$ cat config.mk
export PLATFORM = sky130hd
export DESIGN_NAME = div_ctrl
export DESIGN_NICKNAME = d
export VERILOG_FILES = /design/src/rtl/div_ctrl.sv
export SDC_FILE = /design/constraint.sdc
export NUM_CORES = 1
export LEC_CHECK = 0
export CAP_MARGIN = 20
export CORE_MARGIN = 3
export CORE_UTILIZATION = 51
export DETAILED_ROUTE_END_ITERATION = 8
export HOLD_SLACK_MARGIN = 0.1
export PLACE_DENSITY_LB_ADDON = 0.08
export REMOVE_ABC_BUFFERS = 1
export SYNTH_ARGS = -nofsm -noshare
export SYNTH_HDL_FRONTEND = slang
export SYNTH_SLANG_ARGS = --single-unit
$ cat constraint.sdc
create_clock -name clk -period 3.6 [get_ports clk]
set_input_delay 0.72 -clock clk [delete_from_list [all_inputs] [get_ports clk]]
set_output_delay 0.72 -clock clk [all_outputs]
set_load 0.05 [all_outputs]
$ cat src/rtl/div_ctrl.sv
// EX-stage sequencer for the shared 32-bit iterative divider. Answers divide-by-zero,
// signed overflow and exact repeats of the last divider result without starting the divider.
module div_ctrl #(
    parameter bit CACHE_EN = 1'b1
) (
    input  logic        clk,
    input  logic        rst_n,
    input  logic        req_valid_i,
    input  logic [1:0]  op_i,
    input  logic [31:0] rs1_i,
    input  logic [31:0] rs2_i,
    input  logic [4:0]  rd_addr_i,
    input  logic        flush_i,
    output logic        stall_o,
    output logic        wb_valid_o,
    output logic [31:0] wb_data_o,
    output logic [4:0]  wb_addr_o,
    output logic        div_start_o,
    output logic        div_cancel_o,
    output logic        div_signed_o,
    output logic        div_rem_o,
    output logic [31:0] div_op1_o,
    output logic [31:0] div_op2_o,
    input  logic [31:0] div_result_i,
    input  logic        div_ready_i
);
    typedef enum logic [1:0] {IDLE, BUSY, DRAIN} state_t;

    state_t      state;
    state_t      state_next;
    logic        cache_valid;
    logic [65:0] cache_key;
    logic [31:0] cache_data;
    logic [4:0]  rd_q;
    logic        div_zero;
    logic        overflow;
    logic        hit;
    logic        fast;
    logic [31:0] fast_data;
    logic        issue_fast;
    logic        issue_slow;
    logic        complete;
    logic        abort;

    // op_i[0] = 0 selects the signed forms, op_i[1] = 1 selects the remainder forms
    assign div_zero = (rs2_i == 32'd0);
    assign overflow = !op_i[0] && (rs1_i == 32'h8000_0000) && (rs2_i == 32'hFFFF_FFFF);
    assign hit      = CACHE_EN && cache_valid && (cache_key == {op_i, rs1_i, rs2_i});
    assign fast     = div_zero || overflow || hit;

    always_comb begin
        fast_data = cache_data;
        if (div_zero) begin
            fast_data = op_i[1] ? rs1_i : 32'hFFFF_FFFF;
        end else if (overflow) begin
            fast_data = op_i[1] ? 32'd0 : 32'h8000_0000;
        end
    end

    always_ff @(posedge clk or negedge rst_n) begin
        if (!rst_n) begin
            state <= IDLE;
        end else begin
            state <= state_next;
        end
    end

    always_comb begin
        state_next   = state;
        stall_o      = 1'b0;
        div_cancel_o = 1'b0;
        issue_fast   = 1'b0;
        issue_slow   = 1'b0;
        complete     = 1'b0;
        abort        = 1'b0;
        case (state)
            IDLE: begin
                if (req_valid_i && fast) begin
                    issue_fast = !flush_i;
                end else if (req_valid_i) begin
                    stall_o = 1'b1;
                    if (!flush_i) begin
                        issue_slow = 1'b1;
                        state_next = BUSY;
                    end
                end
            end
            // One cycle with start low so the divider can return to its free state
            DRAIN: begin
                state_next = IDLE;
                if (req_valid_i && fast) begin
                    issue_fast = !flush_i;
                end else if (req_valid_i) begin
                    stall_o = 1'b1;
                end
            end
            BUSY: begin
                stall_o = !div_ready_i;
                if (flush_i) begin
                    div_cancel_o = 1'b1;
                    abort        = 1'b1;
                    state_next   = DRAIN;
                end else if (div_ready_i) begin
                    complete   = 1'b1;
                    state_next = DRAIN;
                end
            end
            default: state_next = IDLE;
        endcase
    end

    always_ff @(posedge clk or negedge rst_n) begin
        if (!rst_n) begin
            wb_valid_o   <= 1'b0;
            wb_data_o    <= 32'd0;
            wb_addr_o    <= 5'd0;
            div_start_o  <= 1'b0;
            div_signed_o <= 1'b0;
            div_rem_o    <= 1'b0;
            div_op1_o    <= 32'd0;
            div_op2_o    <= 32'd0;
            rd_q         <= 5'd0;
            cache_valid  <= 1'b0;
            cache_key    <= 66'd0;
            cache_data   <= 32'd0;
        end else begin
            wb_valid_o <= issue_fast || complete;
            if (issue_fast) begin
                wb_data_o <= fast_data;
                wb_addr_o <= rd_addr_i;
            end
            if (issue_slow) begin
                div_start_o  <= 1'b1;
                div_signed_o <= !op_i[0];
                div_rem_o    <= op_i[1];
                div_op1_o    <= rs1_i;
                div_op2_o    <= rs2_i;
                rd_q         <= rd_addr_i;
            end
            if (complete) begin
                wb_data_o   <= div_result_i;
                wb_addr_o   <= rd_q;
                div_start_o <= 1'b0;
                cache_valid <= 1'b1;
                cache_key   <= {div_rem_o, !div_signed_o, div_op1_o, div_op2_o};
                cache_data  <= div_result_i;
            end
            if (abort) begin
                div_start_o <= 1'b0;
            end
        end
    end
endmodule

; ---- Word level (Yosys, flattened, before mapping)
; Cells that the tools add are included.
; W data, S select, Z words.
[word_totals]
regBits = 211
out_inout_bits = 107
wordCells = 70
[op_classes]
eq_ne = 9
n_mux = 31
reduce_logical = 17
[op_table]
columns = cell, count
row1 = $mux W32, 6
row2 = $eq A66 B66 Y1, 1
row3 = $eq A32 B32 Y1 const B, 2
row4 = $logic_not A32 Y1, 1
row5 = $mux W1, 16
row6 = $mux W2, 5
row7 = $mux W5, 2
row8 = $ne A2 B2 Y1 const B, 3
row9 = $logic_and A1 B1 Y1, 4
row10 = $logic_not A1 Y1, 4
row11 = $pmux W2 S2, 1
row12 = $reduce_and A4 Y1, 1
row13 = $logic_or A1 B1 Y1, 3
row14 = $ne A3 B3 Y1 const B, 1
row15 = $reduce_bool A3 Y1, 1
row16 = $eq A2 B1 Y1 const B, 1
row17 = $eq A2 B2 Y1 const B, 1
row18 = $logic_not A2 Y1, 1
row19 = $pmux W1 S2, 1
row20 = $reduce_bool A2 Y1, 1
row21 = $reduce_or A2 Y1, 1

; ---- Longest topological paths before layout
; Gate-level depths: netlist (run 1).
[logic_depth]
depth_word = 11
ltp_mapped = 9

; ---- Worst setup path after synthesis (run 1)
; No wires, ideal clock.
[synth_timing]
path_kind = in2out
from = in rs2_i[11]
to = out stall_o
arrival_ps = 2554
required_time_ps = 2880
path_slack_ps = 326
stages = 6
cell_sequence = nand4_1 or4_1 or4_1 o31a_1 o21ai_2 o22ai_1
[synth_between]
elab_chain_len = 7
elab_cells_between_ends = 10
cone_classes = 2 x eq/ne / 2 x mux / 6 x reduce/logical
[synth_lines]
columns = item, line_no
row1 = from (decl), 11  ; input logic [31:0] rs2_i,
row2 = $eq A32 B32 Y1, 47  ; assign overflow = !op_i[0] && (rs1_i == 32'h8000_0000) && (rs2_i == 32'hFFFF_FFFF);
row3 = $logic_and A1 B1 Y1, 47
row4 = $logic_or A1 B1 Y1, 49  ; assign fast = div_zero || overflow || hit;
row5 = $logic_or A1 B1 Y1 *, 49
row6 = $logic_and A1 B1 Y1 *, "78, 91"
row7 = $mux W1 *, 78  ; if (req_valid_i && fast) begin
row8 = $pmux W1 S2 *, 76  ; case (state)
row9 = to (decl), 14  ; output logic stall_o,
; Mark *: on every way between the ends. The rest lies on a longest branch, timed or not.

; ---- Worst setup path after layout (run 1)
[layout_timing]
from = in rs2_i[13]
to = out stall_o
; The elaborated chain is that of the path after synthesis.

==> metrics.txt, run 1 <==
# TYPE chip_impl_metric gauge
chip_impl_info{name="run_status",value="completed"} 1
chip_impl_metric{name="post_synth_num_cell_types",unit=""} 43
chip_impl_metric{name="synth-seq-area-share",unit=""} 0.554
chip_impl_metric{name="numCtsBuffers",unit=""} 23
chip_impl_metric{name="final_hold_viol_count",unit=""} 0
chip_impl_metric{name="wl_per_cell",unit="um"} 19.4
chip_impl_metric{name="vias",unit=""} 7825
chip_impl_metric{name="route.detailed.drc",unit=""} 0
chip_impl_metric{name="drtIter0Drc",unit=""} 489
chip_impl_metric{name="cts_hold_repair.buffers",unit=""} 0
chip_impl_info{name="tightest_hold_check_type",value="in -> async"} 1
chip_impl_metric{name="antenna_found_initial",unit=""} 2
chip_impl_metric{name="final_layout_size_suffix_gt1_frac",unit=""} 0.178
chip_impl_metric{name="slew_headroom",unit=""} 0.279
chip_impl_metric{name="die_width",unit="um"} 143
chip_impl_metric{name="fillCellCount",unit=""} 1371
chip_impl_info{name="crit_type",value="in -> out"} 1
chip_impl_metric{name="worst_margin_slew",unit="ps"} 1080
chip_impl_info{name="critical_path.endpoint_type",value="primary output"} 1
chip_impl_metric{name="clock_sink_count",unit=""} 211
chip_impl_metric{name="grt_overflow",unit=""} 0
chip_impl_metric{name="worst_ir_drop_vdd",unit="uV"} 570
chip_impl_metric{name="flow.area_growth_from_synthesis",unit="%"} 38.1
chip_impl_metric{name="timing.critical_path.required",unit="ps"} 2880
chip_impl_metric{name="cts-root-to-sink-buffers",unit=""} 3
chip_impl_metric{name="timing.critical_path.arrival",unit="ps"} 2820
chip_impl_metric{name="maxClockFrequency",unit="GHz"} 0.282
chip_impl_metric{name="drtPass1Iterations",unit=""} 5
chip_impl_metric{name="design.portCount",unit=""} 215
chip_impl_info{name="leading_cell_type_by_number_of_instances_after_synthesis",value="nand2_1"} 1
chip_impl_metric{name="ys_async_sr_fraction",unit=""} 1.00
chip_impl_metric{name="cellLeakagePower",unit="nW"} 6.20
chip_impl_metric{name="cellPowerDensity",unit="mW/mm2"} 736
chip_impl_metric{name="netlist.area_leader.share",unit=""} 0.554
chip_impl_metric{name="share_of_the_clock_period_used_by_the_worst_path_after_layout",unit=""} 0.985
chip_impl_metric{name="layout_min_cycle_time",unit="ps"} 3540
chip_impl_metric{name="synth-edff-count",unit=""} 0
chip_impl_metric{name="totalWireLength",unit="mm"} 27.6
chip_impl_metric{name="number_of_routed_nets_with_antenna_violations",unit=""} 0
chip_impl_metric{name="max-cap-violations",unit=""} 0
chip_impl_metric{name="grt_start_max_net_pins",unit=""} 96
chip_impl_info{name="synth.largest_area_cell",value="dfrtp_1"} 1
chip_impl_metric{name="first_global_vias",unit=""} 7970
chip_impl_info{name="cts-root-buf",value="clkbuf_16"} 1
chip_impl_metric{name="die_area",unit="mm2"} 0.0204
chip_impl_info{name="unrepaired_setup_endpoints_after_global_routing",value="no"} 1
chip_impl_metric{name="clk_latency_worst_skew_pair",unit="ps"} 500
chip_impl_info{name="ys_dominant_reg_cell",value="dfrtp_1"} 1
chip_impl_metric{name="yosysWarnings",unit=""} 0
chip_impl_metric{name="highest_net_fanout_along_the_worst_path",unit=""} 3
chip_impl_metric{name="track_usage",unit=""} 0.272
chip_impl_info{name="yosys-top-cells-count",value="300 x nand2_1, 211 x dfrtp_1, 78 x mux2_2"} 1
chip_impl_metric{name="dieHeight",unit="um"} 143
chip_impl_metric{name="setup-violations-final",unit=""} 0
chip_impl_metric{name="fin_worst_skew",unit="ps"} 9.63
chip_impl_metric{name="setup_ws",unit="ps"} 55.4
chip_impl_metric{name="synth_area",unit="mm2"} 0.00953
chip_impl_metric{name="std_cell_rows",unit=""} 49
chip_impl_metric{name="synth_cells",unit=""} 923
chip_impl_metric{name="synth_area_per_cell",unit="um2"} 10.3
chip_impl_metric{name="viasPerCell",unit=""} 5.51
chip_impl_metric{name="timing.final.max_slew_violations",unit=""} 0
chip_impl_info{name="cts_tree",value="yes"} 1
chip_impl_metric{name="post_synthesis_sequential_element_count",unit=""} 211
chip_impl_info{name="ys_top_cells_by_area",value="dfrtp_1 55%, nand2_1 12%, mux2_2 9.2%, xnor2_1 3.9%, nand3_1 3.4%"} 1
chip_impl_metric{name="detailed_place_hpwl",unit="mm"} 19.4
chip_impl_metric{name="post-place-ws",unit="ps"} -260
chip_impl_metric{name="initial_utilization",unit=""} 0.525
chip_impl_metric{name="fp.coreArea",unit="mm2"} 0.0181
chip_impl_metric{name="postLayoutCoreUtil",unit=""} 0.725
chip_impl_info{name="start_kind",value="input pin"} 1
chip_impl_metric{name="path_clk_slew",unit="ps"} 60
chip_impl_metric{name="grt_pass1_wl",unit="mm"} 43.8
chip_impl_metric{name="finalNetCount",unit=""} 1283
chip_impl_metric{name="gpl.final_weighted_congestion",unit=""} 0.876
chip_impl_metric{name="htreeDepth",unit=""} 1
chip_impl_metric{name="port_buffers",unit=""} 214
-- worst max-delay path, cell delays in order --
cell and delay, ps:
clkdlybuf4s50_1 600, xnor2_1 160, nand4_1 170, nor4_2 390
nand4_1 260, o21ai_4 260, o22ai_2 90, buf_6 170
-- report_power, final --
group / internal [mW] / total (mW) / leakage [nW] / switching [mW]
logic: 1.49 / 3.71 / 3.24 / 2.21
clock network: 1.38 / 2.30 / 0.362 / 0.919
registers: 3.16 / 3.68 / 2.60 / 0.522
-- sequential cells by signal, summed over array words and instances (netlist names) --
signal / count
cache_data: 32
cache_key: 66
cache_valid: 1
div_op1_o: 32
div_op2_o: 32
div_rem_o: 1
div_signed_o: 1
div_start_o: 1
rd_q: 5
state: 2
wb_addr_o: 5
wb_data_o: 32
wb_valid_o: 1
-- cell type report --
type	count	area, um2	area share
diodes	2	5.00	0.000380
clock inverters	3	40.0	0.00304
repair buffers	274	2710	0.206
clock buffers	35	691	0.0525
inverters	14	52.6	0.00399
flip-flops and latches	211	5280	0.401
well taps	229	287	0.0218
multi-input cells	651	4100	0.311
-- timing repair --
| action | 4_1_cts | 5_1_grt |
|---|---|---|
| resized for setup | 27 | 13 |
| endpoints found under the setup margin | 1 | 1 |
| buffers inserted | 0 | 0 |
| pin swaps | 9 | 4 |
-- cell usage in the layout (no fill, tap or decap), types with 2 or more instances in the layout --
| cell type | netlist | routed |
|---|---|---|
| a221o_1 | 2 | 2 |
| buf_12 | 0 | 9 |
| buf_4 | 0 | 51 |
| clkbuf_1 | 29 | 5 |
| clkbuf_16 | 0 | 23 |
| clkbuf_8 | 0 | 7 |
| clkdlybuf4s50_1 | 0 | 187 |
| clkinv_2 | 0 | 2 |
| dfrtp_1 | 211 | 211 |
| diode_2 | 0 | 2 |
| dlygate4sd2_1 | 0 | 16 |
| dlymetal6s2s_1 | 0 | 8 |
| inv_1 | 14 | 14 |
| mux2_1 | 8 | 8 |
| mux2_2 | 78 | 78 |
| mux2_4 | 20 | 20 |
| mux2i_1 | 2 | 2 |
| nand2_1 | 300 | 300 |
| nand2b_1 | 7 | 7 |
| nand3_1 | 64 | 64 |
| nand4_1 | 21 | 21 |
| nor2_1 | 5 | 4 |
| nor2b_1 | 3 | 3 |
| nor3_1 | 3 | 3 |
| nor4_1 | 19 | 14 |
| nor4_2 | 1 | 4 |
| nor4_4 | 0 | 2 |
| o2111ai_1 | 2 | 2 |
| o21ai_0 | 38 | 38 |
| o22ai_1 | 3 | 2 |
| xnor2_1 | 42 | 42 |
| xor2_1 | 13 | 13 |
-- per-stage QoR --
step	cells	power, mW	area, um2	hold slack, ps	TNS [ps]
floorplan	876	6.04	9320	424	-787850
global placement	1379	7.32	12300	448	-1860
detailed placement	1379	7.42	12300	454	-8160
CTS	1417	9.75	13100	275	0
global route	1419	10.2	13200	295	0
finish	1419	9.69	13200	255	0
-- per-layer routing --
layer	vias up	global-route usage	part of all wire	wire (um)
met5	-	0	0	0
met2	268	0.435	0.47	13100
li1	3620	-	-	-
met4	0	0.0680	0.018	487
met3	38	0.0455	0.063	1730
met1	3899	0.391	0.45	12300
-- path summary, 6_finish.rpt --
kind | endpoint | cells after the start | start | slack, ps
max | stall_o | 8 | rs2_i[13] | 60
min | wb_data_o[18] | 1 | rst_n | 250
max reg2reg | div_op1_o[29] | 10 | cache_key[35] | 940
min reg2reg | cache_valid | 1 | cache_valid | 470
max in group asynchronous | div_op2_o[21] | 2 | rst_n | 2530
min in group clk | cache_valid | 1 | cache_valid | 470
-- kinds of logic (layout without fill, tap and decap cells) --
family	after synthesis	count (layout)	synth area share
AOI/OAI and AO/OA	55	55	0.0349
xor gates and xnor gates	55	55	0.0505
other	0	2	0
and+or+nand+nor	433	433	0.198
DFF	211	211	0.554
muxes	108	108	0.135
buffers and inverters	61	326	0.0274
No activity file was read; power rests on OpenSTA's default activity.
==> run 2, diff against run 1 <==
PLACE_DENSITY = 0.82   (was not set)
PLACE_DENSITY_LB_ADDON = not set   (was 0.08)
==> run 2 against run 1 <==
Clock skew up 7.3 ps. Via count up 1.7%. Routed wire length grew 1.8%. Sequential cell count did not move. Clock power is 7% higher. Critical path type unchanged. Critical endpoint unchanged. Largest cell class unchanged. Largest power group unchanged.
==> metrics.txt, run 2 (synthesis results as in run 1) <==
# TYPE chip_impl_metric gauge
chip_impl_info{name="start_kind",value="input pin"} 1
chip_impl_metric{name="net_sw_power",unit="mW"} 3.71
chip_impl_metric{name="worst_margin_slew",unit="ps"} 710
chip_impl_metric{name="std_cell_rows",unit=""} 49
chip_impl_metric{name="share_of_the_clock_period_used_by_the_worst_path_after_layout",unit=""} 0.975
chip_impl_metric{name="slew_headroom",unit=""} 0.526
chip_impl_metric{name="highest_net_fanout_along_the_worst_path",unit=""} 2
chip_impl_metric{name="port_buffers",unit=""} 214
chip_impl_metric{name="totalWireLength",unit="mm"} 28.1
chip_impl_metric{name="cts-root-to-sink-buffers",unit=""} 3
chip_impl_metric{name="flow.area_growth_from_synthesis",unit="%"} 39.1
chip_impl_metric{name="timing.final.max_slew_violations",unit=""} 0
chip_impl_metric{name="vias",unit=""} 7961
chip_impl_metric{name="max-cap-violations",unit=""} 0
chip_impl_info{name="tightest_hold_check_type",value="in -> async"} 1
chip_impl_metric{name="whs",unit="ps"} 236
chip_impl_metric{name="route.detailed.drc",unit=""} 0
chip_impl_info{name="crit_type",value="in -> out"} 1
chip_impl_metric{name="dieHeight",unit="um"} 143
chip_impl_info{name="startpoint_of_the_worst_register_to_register_path",value="cache_key[35]"} 1
chip_impl_metric{name="grt_overflow",unit=""} 0
chip_impl_metric{name="numCtsBuffers",unit=""} 24
chip_impl_info{name="crit-reg2reg-capture",value="div_op1_o[3]"} 1
chip_impl_metric{name="final_layout_size_suffix_gt1_frac",unit=""} 0.184
chip_impl_metric{name="global_route.usage.met2",unit=""} 0.446
chip_impl_metric{name="p_int",unit="mW"} 6.16
chip_impl_metric{name="cellPowerDensity",unit="mW/mm2"} 744
chip_impl_metric{name="drtPass1Iterations",unit=""} 5
chip_impl_metric{name="power.combinational.fraction",unit=""} 0.379
chip_impl_metric{name="cellLeakagePower",unit="nW"} 6.23
chip_impl_info{name="layout.cells.most_common",value="nand2_1"} 1
chip_impl_metric{name="post-place-ws",unit="ps"} -344
chip_impl_metric{name="maxClockFrequency",unit="GHz"} 0.285
chip_impl_metric{name="largest_register_ff_count",unit=""} 66
chip_impl_metric{name="fillCellCount",unit=""} 1254
chip_impl_metric{name="number_of_routed_nets_with_antenna_violations",unit=""} 0
chip_impl_metric{name="initial_utilization",unit=""} 0.525
chip_impl_metric{name="slowest_delay",unit="ps"} 560
chip_impl_metric{name="fin_setup_tns",unit="ps"} 0
chip_impl_info{name="top_register",value="cache_key"} 1
chip_impl_metric{name="cts_hold_repair.buffers",unit=""} 0
chip_impl_metric{name="seq_power_share",unit=""} 0.373
chip_impl_info{name="unrepaired_setup_endpoints_after_global_routing",value="no"} 1
chip_impl_metric{name="power.switching_fraction",unit=""} 0.376
chip_impl_metric{name="grtUsageMet3",unit=""} 0.0553
chip_impl_info{name="cpMaxStageDelayCell",value="or4_4"} 1
chip_impl_metric{name="final_hold_viol_count",unit=""} 0
chip_impl_metric{name="setup-violations-final",unit=""} 0
chip_impl_metric{name="fp.coreArea",unit="mm2"} 0.0181
chip_impl_metric{name="clock_sink_count",unit=""} 211
chip_impl_metric{name="die_width",unit="um"} 143
chip_impl_metric{name="fin_worst_skew",unit="ps"} 16.9
chip_impl_info{name="cts-root-buf",value="clkbuf_16"} 1
chip_impl_metric{name="viasPerCell",unit=""} 5.55
chip_impl_info{name="list_of_cells_traversed_by_the_critical_path",value="clkdlybuf4s50_1 -> and4b_1 -> nand4_1 -> or4_4 -> o31a_4 -> o21ai_4 -> o22ai_2 -> buf_6"} 1
chip_impl_metric{name="die_area",unit="mm2"} 0.0204
chip_impl_metric{name="grt_pass1_wl",unit="mm"} 44.6
chip_impl_metric{name="layout_min_cycle_time",unit="ps"} 3510
chip_impl_metric{name="design.portCount",unit=""} 215
chip_impl_metric{name="timing.reg2reg.setup_slack",unit="ps"} 960
chip_impl_info{name="cts_tree",value="yes"} 1
chip_impl_metric{name="worst_ir_drop_vdd",unit="uV"} 396
chip_impl_metric{name="timing.critical_path.arrival",unit="ps"} 2790
chip_impl_metric{name="wl_per_cell",unit="um"} 19.6
chip_impl_metric{name="track_usage",unit=""} 0.277
chip_impl_metric{name="finalNetCount",unit=""} 1295
chip_impl_metric{name="grt.met1_usage",unit=""} 0.377
chip_impl_info{name="worst_path_dominant_cell_family",value="simple AND/OR/NAND/NOR gates"} 1
chip_impl_metric{name="htreeDepth",unit=""} 1
chip_impl_metric{name="first_global_vias",unit=""} 8205
chip_impl_metric{name="setup_ws",unit="ps"} 90.7
chip_impl_info{name="gr-max-usage-layer",value="met2"} 1
chip_impl_metric{name="clock_power_share",unit=""} 0.248
chip_impl_info{name="run_status",value="completed"} 1
chip_impl_metric{name="worst_path_buf_inv",unit=""} 2
chip_impl_metric{name="drtIter0Drc",unit=""} 674
chip_impl_metric{name="detailed_place_hpwl",unit="mm"} 19.7
chip_impl_info{name="critical_path.endpoint_type",value="primary output"} 1
chip_impl_metric{name="antenna_found_initial",unit=""} 2
chip_impl_metric{name="timing.critical_path.required",unit="ps"} 2880
chip_impl_metric{name="clk_latency_worst_skew_pair",unit="ps"} 510
chip_impl_metric{name="placed_cell_area",unit="mm2"} 0.0124
chip_impl_info{name="mostFrequentLayoutCells",value="300 x nand2_1, 211 x dfrtp_1, 191 x clkdlybuf4s50_1"} 1
chip_impl_metric{name="gpl.final_weighted_congestion",unit=""} 0.874
chip_impl_metric{name="grt_start_max_net_pins",unit=""} 94
chip_impl_metric{name="fin_area",unit="mm2"} 0.0133
chip_impl_metric{name="worst-r2r-cell-count",unit=""} 10
chip_impl_metric{name="path_clk_slew",unit="ps"} 60
[run 2: cell types whose count changed in the layout (fill, tap and decap cells not counted), moves of 2 or more]
cell             before  now
nor4_1               14   16
dlymetal6s2s_1        8    2
clkinv_2              2    4
buf_4                51   63
clkbuf_1              5    8
nor4_2                4    2
dlygate4sd2_1        16   19
clkdlybuf4s50_1     187  191
clkbuf_16            23   25
clkbuf_8              7    4
[run 2: worst max-delay path by stage]
stage	startpoint	end	cells past startpoint	slack (ps)
global route	rs1_i[5]	stall_o	8	10
global placement	rs2_i[11]	stall_o	8	-340
finish	rs2_i[28]	stall_o	8	90
floorplan	flush_i	wb_addr_o[0]	3	-6270
detailed placement	rs2_i[11]	stall_o	8	-340
CTS	rs1_i[12]	stall_o	9	5
[run 2: metal layers]
| metal | wire, um | part of all wire |
|---|---|---|
| met2 | 13400 | 0.48 |
| met4 | 1070 | 0.038 |
| met1 | 11500 | 0.41 |
| met5 | 10 | 0.00036 |
| met3 | 2060 | 0.073 |
[run 2: timing repair]
item | CTS | global route
pin swaps | 7 | 5
endpoints found under the setup margin | 1 | 1
buffers inserted | 1 | 0
gates resized for setup | 27 | 4
[run 2: cell type report]
cell class,instances,area (um2),area share
antenna,1,2.50,0.000189
inverter,14,52.6,0.00396
timing repair buffer,285,2760,0.208
clock buffer,37,711,0.0536
clock inverter,7,87.6,0.00661
multi-input combinational,651,4080,0.307
sequential,211,5280,0.398
tap,229,287,0.0216
[run 2: worst reg2reg max path, cell delays in order, from the launching register on]
cell	delay, ps
dfrtp_1	390
xor2_1	210
a221o_1	160
nor4_2	50
buf_4	140
nand4_1	130
o21ai_4	90
buf_4	160
nor4_4	530
buf_12	280
mux2_2	380
[run 2: power by group through the flow]
stage	Combinational (mW)	Clock, mW	Sequential, mW
final	3.74	2.45	3.68
after CTS	3.76	2.48	3.68
after floorplan	1.15	0	4.88
after detailed placement	3.74	0	3.71
after global placement	3.66	0	3.65
after global routing	3.97	2.59	3.78
[run 2: metrics by stage]
stage,util,cells,power [mW]
2_1_floorplan,-,876,6.04
3_3_place_gp,0.684,1389,7.32
3_5_place_dp,0.684,1389,7.44
4_1_cts,0.730,1434,9.92
5_1_grt,0.731,1435,10.3
6_report,0.731,1435,9.87
